### src/rtl/id_stage_reg.sv
// ID/EXE pipeline register. Each cycle it takes exactly one action: flush to a bubble,
// freeze (hold), or load. It also keeps a saturating count of the bubbles it inserts.
module id_stage_reg #(
    parameter int unsigned WORD_W = 32,
    parameter int unsigned CNT_W  = 16
) (
    input  logic              clk,
    input  logic              rst,
    input  logic              flush,
    input  logic              freeze,
    input  logic              valid_in,
    input  logic              wb_en_in,
    input  logic              mem_read_en_in,
    input  logic              mem_write_en_in,
    input  logic              b_in,
    input  logic              s_in,
    input  logic [3:0]        exe_cmd_in,
    input  logic [WORD_W-1:0] pc_in,
    input  logic [WORD_W-1:0] val_rn_in,
    input  logic [WORD_W-1:0] val_rm_in,
    input  logic              imm_in,
    input  logic [11:0]       shift_operand_in,
    input  logic [23:0]       signed_imm24_in,
    input  logic [3:0]        dest_in,
    input  logic [3:0]        src1_in,
    input  logic [3:0]        src2_in,
    input  logic              carry_in,
    output logic              valid_out,
    output logic              wb_en_out,
    output logic              mem_read_en_out,
    output logic              mem_write_en_out,
    output logic              b_out,
    output logic              s_out,
    output logic [3:0]        exe_cmd_out,
    output logic [WORD_W-1:0] pc_out,
    output logic [WORD_W-1:0] val_rn_out,
    output logic [WORD_W-1:0] val_rm_out,
    output logic              imm_out,
    output logic [11:0]       shift_operand_out,
    output logic [23:0]       signed_imm24_out,
    output logic [3:0]        dest_out,
    output logic [3:0]        src1_out,
    output logic [3:0]        src2_out,
    output logic              carry_out,
    output logic [CNT_W-1:0]  bubble_cnt
);

    typedef enum logic [1:0] {
        ACT_LOAD,
        ACT_FREEZE,
        ACT_FLUSH
    } action_e;

    action_e action;

    logic              valid_q,         valid_d;
    logic              wb_en_q,         wb_en_d;
    logic              mem_read_en_q,   mem_read_en_d;
    logic              mem_write_en_q,  mem_write_en_d;
    logic              b_q,             b_d;
    logic              s_q,             s_d;
    logic [3:0]        exe_cmd_q,       exe_cmd_d;
    logic [WORD_W-1:0] pc_q,            pc_d;
    logic [WORD_W-1:0] val_rn_q,        val_rn_d;
    logic [WORD_W-1:0] val_rm_q,        val_rm_d;
    logic              imm_q,           imm_d;
    logic [11:0]       shift_operand_q, shift_operand_d;
    logic [23:0]       signed_imm24_q,  signed_imm24_d;
    logic [3:0]        dest_q,          dest_d;
    logic [3:0]        src1_q,          src1_d;
    logic [3:0]        src2_q,          src2_d;
    logic              carry_q,         carry_d;
    logic [CNT_W-1:0]  bubble_cnt_q,    bubble_cnt_d;
    logic              bubble_event;

    // Flush outranks freeze so a taken branch is never stalled behind a hazard.
    always_comb begin
        action = ACT_LOAD;
        if (flush) begin
            action = ACT_FLUSH;
        end else if (freeze) begin
            action = ACT_FREEZE;
        end
    end

    always_comb begin
        valid_d         = valid_q;
        wb_en_d         = wb_en_q;
        mem_read_en_d   = mem_read_en_q;
        mem_write_en_d  = mem_write_en_q;
        b_d             = b_q;
        s_d             = s_q;
        exe_cmd_d       = exe_cmd_q;
        pc_d            = pc_q;
        val_rn_d        = val_rn_q;
        val_rm_d        = val_rm_q;
        imm_d           = imm_q;
        shift_operand_d = shift_operand_q;
        signed_imm24_d  = signed_imm24_q;
        dest_d          = dest_q;
        src1_d          = src1_q;
        src2_d          = src2_q;
        carry_d         = carry_q;
        bubble_event    = 1'b0;

        unique case (action)
            ACT_FLUSH: begin
                valid_d        = 1'b0;
                wb_en_d        = 1'b0;
                mem_read_en_d  = 1'b0;
                mem_write_en_d = 1'b0;
                b_d            = 1'b0;
                s_d            = 1'b0;
                exe_cmd_d      = '0;
                bubble_event   = 1'b1;
            end
            ACT_LOAD: begin
                valid_d         = valid_in;
                wb_en_d         = valid_in & wb_en_in;
                mem_read_en_d   = valid_in & mem_read_en_in;
                // A read request wins a read/write conflict.
                mem_write_en_d  = valid_in & mem_write_en_in & ~mem_read_en_in;
                b_d             = valid_in & b_in;
                s_d             = valid_in & s_in;
                exe_cmd_d       = valid_in ? exe_cmd_in : '0;
                pc_d            = pc_in;
                val_rn_d        = val_rn_in;
                val_rm_d        = val_rm_in;
                imm_d           = imm_in;
                shift_operand_d = shift_operand_in;
                signed_imm24_d  = signed_imm24_in;
                dest_d          = dest_in;
                src1_d          = src1_in;
                src2_d          = src2_in;
                carry_d         = carry_in;
                bubble_event    = ~valid_in;
            end
            default: begin
            end
        endcase

        bubble_cnt_d = bubble_cnt_q;
        if (bubble_event && (bubble_cnt_q != '1)) begin
            bubble_cnt_d = bubble_cnt_q + 1'b1;
        end
    end

    always_ff @(posedge clk or negedge rst) begin
        if (!rst) begin
            valid_q         <= 1'b0;
            wb_en_q         <= 1'b0;
            mem_read_en_q   <= 1'b0;
            mem_write_en_q  <= 1'b0;
            b_q             <= 1'b0;
            s_q             <= 1'b0;
            exe_cmd_q       <= '0;
            pc_q            <= '0;
            val_rn_q        <= '0;
            val_rm_q        <= '0;
            imm_q           <= 1'b0;
            shift_operand_q <= '0;
            signed_imm24_q  <= '0;
            dest_q          <= '0;
            src1_q          <= '0;
            src2_q          <= '0;
            carry_q         <= 1'b0;
            bubble_cnt_q    <= '0;
        end else begin
            valid_q         <= valid_d;
            wb_en_q         <= wb_en_d;
            mem_read_en_q   <= mem_read_en_d;
            mem_write_en_q  <= mem_write_en_d;
            b_q             <= b_d;
            s_q             <= s_d;
            exe_cmd_q       <= exe_cmd_d;
            pc_q            <= pc_d;
            val_rn_q        <= val_rn_d;
            val_rm_q        <= val_rm_d;
            imm_q           <= imm_d;
            shift_operand_q <= shift_operand_d;
            signed_imm24_q  <= signed_imm24_d;
            dest_q          <= dest_d;
            src1_q          <= src1_d;
            src2_q          <= src2_d;
            carry_q         <= carry_d;
            bubble_cnt_q    <= bubble_cnt_d;
        end
    end

    assign valid_out         = valid_q;
    assign wb_en_out         = wb_en_q;
    assign mem_read_en_out   = mem_read_en_q;
    assign mem_write_en_out  = mem_write_en_q;
    assign b_out             = b_q;
    assign s_out             = s_q;
    assign exe_cmd_out       = exe_cmd_q;
    assign pc_out            = pc_q;
    assign val_rn_out        = val_rn_q;
    assign val_rm_out        = val_rm_q;
    assign imm_out           = imm_q;
    assign shift_operand_out = shift_operand_q;
    assign signed_imm24_out  = signed_imm24_q;
    assign dest_out          = dest_q;
    assign src1_out          = src1_q;
    assign src2_out          = src2_q;
    assign carry_out         = carry_q;
    assign bubble_cnt        = bubble_cnt_q;

endmodule
### config.mk
export PLATFORM = sky130hd
export DESIGN_NAME = id_stage_reg
export DESIGN_NICKNAME = d
export VERILOG_FILES = /design/src/rtl/id_stage_reg.sv
export SDC_FILE = /design/constraint.sdc
export NUM_CORES = 1
export LEC_CHECK = 0
export ABC_AREA = 1
export CAP_MARGIN = 30
export CELL_PAD_IN_SITES_DETAIL_PLACEMENT = 0
export CELL_PAD_IN_SITES_GLOBAL_PLACEMENT = 1
export CORE_UTILIZATION = 31
export DETAILED_ROUTE_END_ITERATION = 10
export HOLD_SLACK_MARGIN = 0.05
export MAX_ROUTING_LAYER = met4
export PLACE_DENSITY_LB_ADDON = 0.1
export SLEW_MARGIN = 40
export SYNTH_ARGS = -nofsm -noshare
export SYNTH_HDL_FRONTEND = slang
export SYNTH_SLANG_ARGS = --single-unit
### constraint.sdc
create_clock -name clk -period 2 [get_ports clk]
set_clock_uncertainty 0.05 [all_clocks]
set_input_delay 0.5 -clock clk [delete_from_list [all_inputs] [get_ports clk]]
set_output_delay 0.5 -clock clk [all_outputs]
set_load 0.01 [all_outputs]
Word level (Yosys, flattened, before mapping)

Cells that the tools add are included.

Flip-flop bits (word level): 172
Latch bits: 0
RAM bits: 0
Memory bits (read-only): 0
Input bits: 160
Output and inout bits: 172
Word-level logic and storage cells: 43
Memories: 0

$add $sub $neg: 1
$mul: 0
Divide/modulo/power cells: 0
$lt $le $gt $ge: 0
Equality and inequality tests: 2
Shifts and indexed selects: 0
Muxes and demuxes: 11
Bitwise operators: 8
Reductions and logical operators: 3

Operator list:

| cell                                          | number |
|---|---|
| adder 16 x 1 -> 16 bit, second input constant | 1 |
| inequality test 16 bit, second input constant | 1 |
| case mux 1 bit (2 select lines)               | 7 |
| case mux 4 bit (2 select lines)               | 1 |
| bitwise AND 1 bit                             | 6 |
| two-way mux 4 bit                             | 1 |
| equality test 2 bit, second input constant    | 1 |
| logical NOT 2 bit                             | 1 |
| two-way mux 2 bit                             | 1 |
| NOT 1 bit                                     | 2 |
| nonzero test 2 bit                            | 1 |
| logical AND 1 bit                             | 1 |
| two-way mux 1 bit                             | 1 |

Longest topological paths before layout

Word-level depth: 5
Depth in mapped cells: 9
Depth with buffers taken out: 9

Worst setup path after synthesis

OpenSTA, ideal clock, no wires.

Path kind: reg2reg
Start point: reg bubble_cnt_q[0], in the netlist bubble_cnt[0]
End point: reg bubble_cnt_q[7], in the netlist bubble_cnt[7]
Library setup time: 0.076 ns
Arrival: 1.396 ns
Data required time: 1.874 ns
Slack: 0.477 ns
Stages on the path, launching flop included: 9
Buffers on the path: 0
Period minus slack after synthesis: 1.523 ns
Cells stage by stage: dfrtp_1 -> ha_1 -> nand3_2 -> inv_1 -> nand2_1 -> nor2_1 -> nor2_2 -> nand2_1 -> o21ai_1

Word-level cells in the longest chain between the ends: 2
Elaborated cells on any way between the ends: 3
Classes of those cells: add/sub (1); eq/ne (1); reduce/logical (1)

RTL lines:

| item                                                           | line | text |
|---|---|---|
| start, declared                                                | 73   | `logic [CNT_W-1:0] bubble_cnt_q, bubble_cnt_d;` |
| start signal, assigned                                         | 186  | `bubble_cnt_q <= bubble_cnt_d;` |
| branches (longest 2 deep; another with adder 16 x 1 -> 16 bit) | n/a  |  |

Parallel ways; which one is timed is not known.
A chain may end at the register's enable or synchronous reset.

Worst setup path in the final report

Start point: reg bubble_cnt_q[9], in the netlist bubble_cnt[9]
End point: out bubble_cnt[9]

RTL lines:

| item          | line | text |
|---|---|---|
| end, declared | 45   | `output logic [CNT_W-1:0] bubble_cnt` |

No word-level cell between the ends.

==> qor.yml <==
status: "finished, final reports clean"
viasPerCell: 4.48
final_max_slew_viol_count: 0
clockBufferDepth: 2
power.static_leakage_nw: 4.79
worst_r2r_startpoint: "bubble_cnt[0]"
nNetsFinal: 1022
hold_path_depth: 1
synth_edf_count: 0
rows: 54
die-area_um2: 22700
start_util_pct: 31.5
ys_seq_area_share_pct: 62.9
h-tree-depth: 4
clk_latency_ns: 0.42
syn_inst: 498
place_congestion: 0.802
hold_class: "flop to flop"
slowest_stage: "clkdlybuf4s50_1"
crit_chain: "clkdlybuf4s50_1"
yosysWarnings: 0
wl_per_cell_um: 17.5
layoutNonFillerInstCount: 1154
drt-pass1-iter-count: 4
grt_overflow: 0
dp.cells: 1115
drc: 0
hold_viol: 0
dpl_worst_slack_ns: -0.0695
syn_to_final_growth_pct: 65.3
drive_gt1_share_pct: 26.0
num_io_pins: 332
crit_arrival_ns: 1.40
r2r-end: "bubble_cnt[13]"
antenna_found_initial: 0
r2r_setup_slack_ns: 0.29
grt_max_degree: 45
core_um2: 21800
synth_top_area_share_pct: 62.9
maxSlewHeadroom_pct: 68.2
drtIter0Drc: 126
finalCriticalPeriod_ns: 1.95
die_height_um: 151
layout_common_cells: "322 x clkdlybuf4s50_1, 166 x dfrtp_1, 146 x mux2_2, 79 x nand2_1, 25 x nand3_1"
io_buffers: 331
wirelength_um: 20200
worst_setup_path_end_kind: "output pin"
syn_nets: 659
antenna_cells: 0
clk_pin_slew_ns: 0.07
drv_cap: 0
cts_tree: "yes"
syn_area_um2: 6850
synth_top_cell_by_area: "dfrtp_1"
synth_cell_type_count: 24
worstPathMaxFanout: 5
track_usage_pct: 18.5
final_common_cell: "clkdlybuf4s50_1"
rsz0062_at_grt: "no"
irDropWorstVdd_mv: 0.554
reg2regPathDepth: 8
crit_family: "buffers and inverters"
post-dp-hpwl_um: 15600
clkSinkCount: 172
slowest_delay_ns: 0.56
die_width_um: 151
crit_required_ns: 1.45
antenna_left: 0
crit_buf_inv: 1
crit_path_start_kind: "flop"
clock-root-buffer: "clkbuf_16"
setup_viol: 0
period_share_pct: 97.5
min_to: "val_rm_out[20]"
grt_pass1_wl_um: 30200
vias: 5173
ys_top_cells_by_area: "dfrtp_1 63%, mux2_2 24%, nand2_1 4.3%"
first_global_vias: 5404
cts_buffers: 17
min_from: "val_rm_out[20]"
fin_ws_ns: 0.0495
powerDensity_nw_per_um2: 877
synthArstFlopShare_pct: 100
worst_pin_slew_ns: 0.477
fmax_mhz: 513
setup.worst_path.class: "flop to output pin"
avgSynthCellArea_um2: 13.7
ys.flop_type: "dfrtp_1"
ys_ff_latch: 172
final cells by class:
type | count | area (µm²)
inverter | 14 | 52.6
fill | 1896 | 10400
clock buffer | 19 | 443
multi-input combinational | 291 | 2350
tap | 280 | 350
timing repair buffer | 365 | 3710
clock inverter | 13 | 108
sequential | 172 | 4310
Yosys cell counts, types with 2 or more instances:
cell      count
dfrtp_1     172
nor2_4        3
nand3_1      25
nand2_1      79
xnor2_1       5
inv_1        14
nor2_2        2
nor2_1       14
buf_4        15
nand4_1       2
o21ai_0       5
buf_2         3
mux2_2      146
clkbuf_1      2
nand3b_1      2
repair_timing:
item / 4_1_cts / 5_1_grt
pin swaps: 0 / 0
gates resized for setup: 9 / 5
hold buffers: 1 / 0
endpoints found under the setup margin: 12 / 7
endpoints found under the hold margin: 37 / 0
buffers inserted: 3 / 3
sequential cells by signal (all words and copies together), names as in the netlist:
name and cells:
valid_out 1, src1_out 4, mem_write_en_out 1, pc_out 32, exe_cmd_out 4, shift_operand_out 12
b_out 1, imm_out 1, wb_en_out 1, val_rm_out 32, dest_out 4, src2_out 4
bubble_cnt 16, carry_out 1, signed_imm24_out 24, mem_read_en_out 1, val_rn_out 32, s_out 1
report_power, final:
group,internal [mW],switching (mW),total [mW]
Sequential,3.97,0.285,4.26
Clock,1.65,1.49,3.15
Combinational,1.59,0.923,2.52
Total,7.22,2.70,9.93
how the worst max path moves through the flow:
| stage | startpoint | slack, ns | cells after the start | end |
|---|---|---|---|---|
| 3_3_place_gp | freeze | -0.05 | 5 | val_rm_out[25] |
| 5_1_grt | bubble_cnt[12] | 0.001 | 1 | bubble_cnt[12] |
| 2_1_floorplan | bubble_cnt[0] | 0.48 | 8 | bubble_cnt[7] |
| 4_1_cts | bubble_cnt[0] | 0.005 | 1 | bubble_cnt[0] |
| 6_report | bubble_cnt[9] | 0.05 | 1 | bubble_cnt[9] |
| 3_5_place_dp | flush | -0.07 | 7 | bubble_cnt[7] |
metal layers:
metal  GRT usage, %  vias to the layer above  share of wire (%)
li1               -                     2409                  -
met1           19.7                     2528                 38
met2           31.7                      216                 51
met3           6.91                       20                9.5
met4           6.10                        0                1.7
met5              -                        -                  0
metrics by stage:
stage                     area (µm²)  power, mW  setup TNS, ns  util (%)  hold WS, ns
after global placement         10700       6.80          -2.43      49.2        0.424
final                          11300       9.93              0      52.0        0.455
after global routing           11300       10.4              0      52.0        0.474
after floorplan                 6850       5.18              0         -        0.154
after detailed placement       10700       6.84          -4.61      49.2        0.421
after CTS                      11300       10.1              0      51.9        0.461
kinds of logic after synthesis:
group | synth area share, %
DFF | 62.9
muxes | 24.0
and+or+nand+nor | 8.79
buffers and inverters | 2.96
AOI/OAI and AO/OA | 0.548
xor gates and xnor gates | 0.640
adders and majority gates | 0.183
Power figures use the tool's default switching activity.
